## src/rtl/pacman_input_ctrl.sv

```systemverilog
// Keyboard front end for PACMAN: debounces the NIOS keycode, queues requested turns
// for the movement engine, toggles pause and produces a hold-R-to-restart pulse.
module pacman_input_ctrl #(
    parameter int STABLE_CYCLES = 4,
    parameter int QDEPTH        = 2,
    parameter int HOLD_FRAMES   = 30
) (
    input  logic       Clk,
    input  logic       Reset,
    input  logic [7:0] keycode,
    input  logic       frame_tick,
    input  logic       dir_ready,
    output logic       dir_valid,
    output logic [1:0] dir_data,
    output logic [1:0] cur_dir,
    output logic       paused,
    output logic       restart
);

    localparam logic [7:0] STABLE_SAT = 8'(STABLE_CYCLES);
    localparam logic [7:0] HOLD_LAST  = 8'(HOLD_FRAMES - 1);
    localparam logic [2:0] Q_FULL     = 3'(QDEPTH);
    localparam logic [1:0] PTR_LAST   = 2'(QDEPTH - 1);
    localparam logic [7:0] KEY_P      = 8'h13;
    localparam logic [7:0] KEY_R      = 8'h15;
    localparam logic [1:0] DIR_LEFT   = 2'b10;

    typedef enum logic [1:0] {
        S_IDLE,
        S_HOLD,
        S_FIRE,
        S_WAITREL
    } rst_state_t;

    function automatic logic [2:0] dir_of(input logic [7:0] code);
        case (code)
            8'h1A, 8'h52: return 3'b1_00;
            8'h16, 8'h51: return 3'b1_01;
            8'h04, 8'h50: return 3'b1_10;
            8'h07, 8'h4F: return 3'b1_11;
            default:      return 3'b0_00;
        endcase
    endfunction

    function automatic logic [7:0] sat_inc(input logic [7:0] cnt);
        return (cnt == STABLE_SAT) ? cnt : cnt + 8'd1;
    endfunction

    function automatic logic [1:0] ptr_inc(input logic [1:0] p);
        return (p == PTR_LAST) ? 2'd0 : p + 2'd1;
    endfunction

    function automatic logic [1:0] ptr_dec(input logic [1:0] p);
        return (p == 2'd0) ? PTR_LAST : p - 2'd1;
    endfunction

    logic [7:0] k_q;
    logic [7:0] k_stable;
    logic [7:0] stab_cnt;
    logic       k_load;
    logic       press_ev;

    // Key filter: register raw code, accept it after STABLE_CYCLES unchanged cycles
    always_ff @(posedge Clk) begin
        if (Reset) begin
            k_q      <= 8'h00;
            k_stable <= 8'h00;
            stab_cnt <= 8'h00;
        end else begin
            k_q      <= keycode;
            stab_cnt <= (keycode != k_q) ? 8'h00 : sat_inc(stab_cnt);
            if (k_load)
                k_stable <= k_q;
        end
    end

    assign k_load   = (stab_cnt == STABLE_SAT);
    assign press_ev = k_load && (k_q != k_stable) && (k_q != 8'h00);

    logic [1:0] q_mem [4];
    logic [1:0] rd_ptr;
    logic [1:0] wr_ptr;
    logic [2:0] q_count;
    logic       is_dir;
    logic [1:0] press_dir;
    logic [1:0] tail_dir;
    logic       q_empty;
    logic       pop;
    logic       push_req;
    logic       overwrite;
    logic       append;
    logic       pause_tog;
    logic       flush;
    logic       fire;

    rst_state_t state;
    rst_state_t state_nxt;
    logic [7:0] frame_cnt;

    always_comb begin
        {is_dir, press_dir} = dir_of(k_q);
        tail_dir  = q_mem[ptr_dec(wr_ptr)];
        q_empty   = (q_count == 3'd0);
        pop       = dir_valid && dir_ready;
        // Duplicate checks use the pre-pop tail and pre-pop emptiness
        push_req  = press_ev && is_dir && !paused
                    && !(!q_empty && (press_dir == tail_dir))
                    && !(q_empty && (press_dir == cur_dir));
        overwrite = push_req && (q_count == Q_FULL) && !pop;
        append    = push_req && !overwrite;
        pause_tog = press_ev && (k_q == KEY_P);
        fire      = (state == S_FIRE);
        flush     = (pause_tog && !paused) || fire;
    end

    // Turn queue, current direction and pause state
    always_ff @(posedge Clk) begin
        if (Reset) begin
            rd_ptr  <= 2'd0;
            wr_ptr  <= 2'd0;
            q_count <= 3'd0;
            cur_dir <= DIR_LEFT;
            paused  <= 1'b0;
        end else begin
            if (pop)
                cur_dir <= q_mem[rd_ptr];
            if (flush) begin
                rd_ptr  <= 2'd0;
                wr_ptr  <= 2'd0;
                q_count <= 3'd0;
            end else begin
                if (pop)
                    rd_ptr <= ptr_inc(rd_ptr);
                if (append)
                    wr_ptr <= ptr_inc(wr_ptr);
                q_count <= q_count + {2'b00, append} - {2'b00, pop};
            end
            if (pause_tog)
                paused <= !paused;
            if (fire) begin
                paused  <= 1'b0;
                cur_dir <= DIR_LEFT;
            end
        end
    end

    always_ff @(posedge Clk) begin
        if (append)
            q_mem[wr_ptr] <= press_dir;
        else if (overwrite)
            q_mem[ptr_dec(wr_ptr)] <= press_dir;
    end

    assign dir_valid = !q_empty && !paused;
    assign dir_data  = q_empty ? 2'b00 : q_mem[rd_ptr];

    // Restart FSM: frames are counted only while R stays accepted
    always_ff @(posedge Clk) begin
        if (Reset) begin
            state     <= S_IDLE;
            frame_cnt <= 8'h00;
        end else begin
            state <= state_nxt;
            if (state != S_HOLD)
                frame_cnt <= 8'h00;
            else if (frame_tick)
                frame_cnt <= frame_cnt + 8'd1;
        end
    end

    always_comb begin
        state_nxt = state;
        restart   = 1'b0;
        case (state)
            S_IDLE: begin
                if (press_ev && (k_q == KEY_R))
                    state_nxt = S_HOLD;
            end
            S_HOLD: begin
                if (k_stable != KEY_R)
                    state_nxt = S_IDLE;
                else if (frame_tick && (frame_cnt == HOLD_LAST))
                    state_nxt = S_FIRE;
            end
            S_FIRE: begin
                restart   = 1'b1;
                state_nxt = S_WAITREL;
            end
            S_WAITREL: begin
                if (k_stable != KEY_R)
                    state_nxt = S_IDLE;
            end
            default: state_nxt = S_IDLE;
        endcase
    end

endmodule

```

## config.mk

```make
export PLATFORM = sky130hd
export DESIGN_NAME = pacman_input_ctrl
export DESIGN_NICKNAME = d
export VERILOG_FILES = /design/src/rtl/pacman_input_ctrl.sv
export SDC_FILE = /design/constraint.sdc
export NUM_CORES = 1
export LEC_CHECK = 0
export CELL_PAD_IN_SITES_DETAIL_PLACEMENT = 2
export CELL_PAD_IN_SITES_GLOBAL_PLACEMENT = 2
export CORE_ASPECT_RATIO = 0.6
export CORE_UTILIZATION = 37
export DETAILED_ROUTE_END_ITERATION = 10
export PLACE_DENSITY = 0.88
export SYNTH_ARGS = -nofsm -noshare
export SYNTH_HDL_FRONTEND = slang
export SYNTH_SLANG_ARGS = --single-unit
```

## constraint.sdc

```tcl
create_clock -name Clk -period 3.2 [get_ports Clk]
set_input_delay 0.8 -clock Clk [delete_from_list [all_inputs] [get_ports Clk]]
set_output_delay 0.8 -clock Clk [all_outputs]
set_load 0.02 [all_outputs]
```

---- After elaboration in Yosys (flattened, before gate mapping) ----
Memory sizes are Yosys's and may differ from the RTL's. A register that Yosys moved wholly into a read port is not among the register bits.
Index checks and enable logic that the tools add are counted.
Widths: inputs -> output; s select.
word-level totals
  bits in latches ......................... 0
  register bits after elaboration ......... 44
  input bits .............................. 12
  memories ................................ 1
  bits in read-only memories .............. 0
  output and inout port bits .............. 7
  bits in writable memories ............... 8
  logic and storage cells ................. 104
operators by class
  $add $sub $neg .......................... 7
  shifts and indexed selects .............. 0
  divide/modulo/power cells ............... 0
  bitwise gates (word level) .............. 0
  $lt $le $gt $ge ......................... 0
  multipliers ............................. 0
  equality and inequality tests ........... 27
  muxes and demuxes ....................... 21
  reduce and logical (&&, ||, !) cells .... 38
memories
  memory  depth  width  read ports  clocked after memory_dff  write ports  RTL line  source
  q_mem   4      2      2           1                         1            80        logic [1:0] q_mem [4];
operators with widths
  kind                 count
  $eq 8x5->1 const B   5
  $eq 8x7->1 const B   4
  $eq 8x3->1 const B   3
  $mux 2               12
  $reduce_or 2->1      9
  $logic_and 1x1->1    17
  $add 8x1->8 const B  2
  $ne 8x8->1           2
  $pmux 3 s4           1
  $ne 8x5->1 const B   1
  $pmux 2 s4           1
  $reduce_bool 8->1    1
  $mux 1               7
  $eq 2x1->1 const B   3
  $logic_not 1->1      6
  $add 2x1->2 const B  2
  $eq 2x2->1           2
  $eq 2x2->1 const B   2
  $logic_not 2->1      2
  $ne 2x2->1 const B   2
  $add 3x1->3          1
  $eq 3x2->1 const B   1
  $logic_not 3->1      1
  $ne 3x3->1 const B   1
  5 further kinds      5

---- Longest topological paths before layout ----
  depth in word-level cells ............... 16
  depth in mapped cells ................... 14
  depth with buffers taken out ............ 14

---- Worst setup path before layout ----
OpenSTA, ideal clock, no wires.
  path type ............................... flip-flop to flip-flop
  start ................................... register stab_cnt[0]
  end ..................................... register q_count[2]
  stages on the path, launching flop included .. 15
  library setup time ...................... 131 ps
  buffers on the path ..................... 0
  period minus slack after synthesis ...... 2929 ps
  arrival ................................. 2799 ps
  path slack .............................. 271 ps
  path through ............................ dfxtp_1 inv_1 ha_1 nor4b_4 nand3_4 a41o_1 a211o_1 a221o_1 nand3_1 o21ai_0 ha_1 fa_1 xnor2_1 xnor2_1 nor2_1
between the ends
  longest elaborated chain between the ends .. 13
  elaborated cells on any way between the ends .. 17
  classes of those cells .................. 2 x add/sub; 1 x eq/ne; 14 x reduce/logical
ends and longest elaborated chain
  item                                RTL line  source
  start: declaration                  59        logic [7:0] stab_cnt;
  start signal: assignment            71        stab_cnt <= (keycode != k_q) ? 8'h00 : sat_inc(stab_cnt);
  $eq 8x3->1 (*)                      77        assign k_load = (stab_cnt == STABLE_SAT);
  $logic_and 1x1->1 (*) (2 in a row)  78        assign press_ev = k_load && (k_q != k_stable) && (k_q != 8'h00);
  $logic_and 1x1->1 (2 in a row)      106       push_req = press_ev && is_dir && !paused
  $logic_and 1x1->1                   107       && !(!q_empty && (press_dir == tail_dir))
  $logic_and 1x1->1                   108       && !(q_empty && (press_dir == cur_dir));
  $logic_and 1x1->1 (2 in a row)      109       overwrite = push_req && (q_count == Q_FULL) && !pop;
  $logic_not 1->1                     110       append = push_req && !overwrite;
  $logic_and 1x1->1                   110
  $add 3x1->3                         136       q_count <= q_count + {2'b00, append} - {2'b00, pop};
  $sub 3x1->3                         136
  end signal: assignment              136
  end: declaration                    83        logic [2:0] q_count;
Mark *: on every way between the ends. The rest lies on a longest branch, timed or not.
A chain may end at the register's enable or synchronous reset.

---- Worst setup path in the final report ----
  start ................................... register k_q[6]
  end ..................................... register q_count[2]
between the ends
  longest elaborated chain between the ends .. 14
  elaborated cells on any way between the ends .. 38
  classes of those cells .................. 2 x add/sub; 12 x eq/ne; 1 x mux; 23 x reduce/logical
ends and longest elaborated chain
  item                                RTL line  source
  start: declaration                  57        logic [7:0] k_q;
  start signal: assignment            70        k_q <= keycode;
  $eq 8x3->1 (tied with other cells)  36        case (code)
  $reduce_or 2->1                     36
  $pmux 3 s4 (*)                      36
  net press_dir[0]                    85        logic [1:0] press_dir;
  $eq 2x2->1                          107
  $logic_and 1x1->1                   107
  $logic_not 1->1                     107
  $logic_and 1x1->1                   107
  $logic_and 1x1->1 (*)               108
  $logic_and 1x1->1 (2 in a row)      109
  $logic_not 1->1                     110
  $logic_and 1x1->1 (*)               110
  $add 3x1->3 (*)                     136
  $sub 3x1->3 (*)                     136
The timed path passes the listed nets; every way through them passes the cells marked *.

==> impl_metrics.ini <==
[die]
die_w_um = 112.0
coreArea_um2 = 6849
fp-row-count = 23
start_util_pct = 39.24
ioPinCount = 19
fp.dieH_um = 68.02
die_area_um2 = 7620

[critical_path]
crit_required_ps = 3360
endpoint_kind = flip-flop
crit_type = reg -> reg
cp_max_fo = 9
start_kind = flip-flop
arrival_ps = 3250

[clock_tree]
cts_tree = done
cts_made_buffers = 5
holdBufCountCts = 0
cts_root_buffer = clkbuf_16
ctsLongestPathBuffers = 2
h-tree-depth = 2
clock_latency_ps = 300
clk_pin_slew_ps = 70
cts_sinks = 54

[logic_synthesis]
synth_seq_cells = 54
syn_nets = 303
synth_cells = 285
syn_area_um2 = 2688
synth_ff_type = dfxtp_1
yosysSeqAreaShare_pct = 43.20
synth_edf_count = 8
async_flop_share_pct = 0
avgSynthCellArea_um2 = 9.430
synth_cell_types = 51
yosys-top-cells-area = dfxtp_1, edfxtp_1, nor2_1, xor2_1, xnor2_1
netlist_top_cells_count = dfxtp_1, nor2_1, xor2_1, xnor2_1, nor2b_1
yosysWarningCount = 0
yosys.area.top_type_share_pct = 34.26
yosys.area.top_type = dfxtp_1
synth_most_common_cell = dfxtp_1

[global_route]
grt_first_pass_wirelength_mm = 13.39
grt_pass1_vias = 2452
grt_antenna_before_repair = 0
grt_max_degree = 17
grt_remaining_overflow = 0
grt_usage_pct = 23.69

[sta]
maxClockFrequency_mhz = 324.6
max_slew.worst_pin.slew_ps = 763.4
final-hold-violation-count = 0
setup_ws_ps = 119.1
min_period_over_period_pct = 96.28
drv_slew = 0
relSlewSlack_pct = 48.39
fin_crit_ps = 3081
setup_violations = 0
finClkSkew_ps = 7.894

[drt]
dr.pass1.iters = 7
vias_per_cell = 5.452
wl_met1_mm = 4.126
highest_layer = met4
dr_wl_met3_um = 326
postRouteAntennaNets = 0
wl_mm = 8.877
vias = 2208
drc_errors = 1
drtIter0Drc = 151
wl_per_cell_um = 21.92
wl_met2_mm = 4.330

[power]
cellLeakagePower_nw = 1.273
power_density_nw_per_um2 = 581.9
ir_drop_mv = 0.1963
finalPower_mw = 1.917

[place]
gp_congestion = 0.8358
portBuffers = 18
pre_cts_ws_ps = -57.32
dp_hpwl_mm = 6.252

[final_layout]
area_growth_pct = 22.58
diodes = 0
drive_above_1_share_pct = 15.72
nNetsFinal = 335
fillers = 729

[run]
drv_cap = 0

[hold_path]
min_path_type = reg -> reg

[outcome]
status = complete, but fails checks
violations = DRC
state kept, by name, summed over array words and instances, names as in the netlist, named ones only:
signal,flops
stab_cnt,8
state,1
rd_ptr,2
k_q,8
wr_ptr,2
paused,1
cur_dir,2
q_mem,8
frame_cnt,8
k_stable,8
q_count,3
power breakdown:
part	total (mW)	internal [mW]	switching, mW
registers	0.779	0.727	0.0513
logic	0.521	0.245	0.276
clock network	0.617	0.367	0.250
total	1.92	1.34	0.578
cells by family (layout without fill, tap and decap cells):
logic type	Yosys count	after routing	share of synthesized area, %
compound gates	30	30	7.728
xor+xnor	37	37	12.06
fa+ha+maj	6	6	3.073
buf+inv	22	55	3.352
flops	54	54	43.20
mux	12	12	5.447
simple gates	124	124	25.14
what timing repair did:
item | in CTS | in global routing
resized for setup | 6 | 13
setup buffers | 0 | 2
endpoints found under the setup margin | 1 | 2
placed cells by master (no fill, tap or decap), types with 2 or more instances in the layout:
cell	n
and2_1	4
ha_1	5
dfxtp_2	3
nor2b_1	12
dfxtp_1	41
a211o_1	3
buf_4	19
dfxtp_4	2
nand4_1	4
nor4bb_2	2
clkinv_2	2
nand3_1	10
mux2i_1	8
nor3_1	6
mux4_2	2
and3_1	6
o21ai_0	2
or3_1	2
or4_1	3
clkbuf_16	5
o21ai_1	2
edfxtp_1	8
clkdlybuf4s50_1	18
a211oi_1	3
or2_2	2
xnor2_1	17
nand2_1	10
nor4_1	3
a21oi_1	9
inv_1	10
xor2_1	18
nor2_1	45
o211ai_1	2
critical path, stage by stage, from the launching register on:
cell,delay (ps)
dfxtp_4,390
nor4bb_2,190
o211ai_1,360
nand2_2,190
xor2_1,210
or4_1,550
nand3_1,100
o21ai_1,70
ha_1,210
fa_2,360
xnor2_2,140
xnor2_1,140
nor2_1,50
metal layers:
layer  up-vias  global-route usage (%)
li1       1051                       -
met1      1107                   30.27
met2        39                   41.15
met3        11                   4.872
met4         0                   7.333
met5         -                       0
path summary, 6_finish.rpt:
path | startpoint | to | slack, ps | cells past startpoint
setup reg to reg | k_q[6] | q_count[2] | 120 | 12
hold reg to reg | rd_ptr[1] | flip-flop | 490 | 2
hold / removal | rd_ptr[1] | flip-flop | 490 | 2
setup / recovery | k_q[6] | q_count[2] | 120 | 12
through the flow:
stage               instance area (um2)  hold slack (ps)  utilization (%)  instances  TNS (ps)
floorplan                          2688            404.0                -        285         0
global route                       3294            507.3            48.10        405    -51.85
finish                             3294            486.8            48.10        405         0
detailed placement                 3052            433.2            44.56        395    -57.32
CTS                                3226            453.6            47.10        403         0
global placement                   3052            411.7            44.56        395         0
final cells by class:
type | instances | area [um2] | share of cell area (%)
clock buffer | 5 | 125.1 | 3.798
multi-input combinational | 209 | 1488 | 45.16
clock inverter | 3 | 40.04 | 1.215
tap | 87 | 108.9 | 3.304
inverter | 10 | 37.54 | 1.139
sequential | 54 | 1172 | 35.59
timing repair buffer | 37 | 322.8 | 9.799
Power figures use the tool's default switching activity.
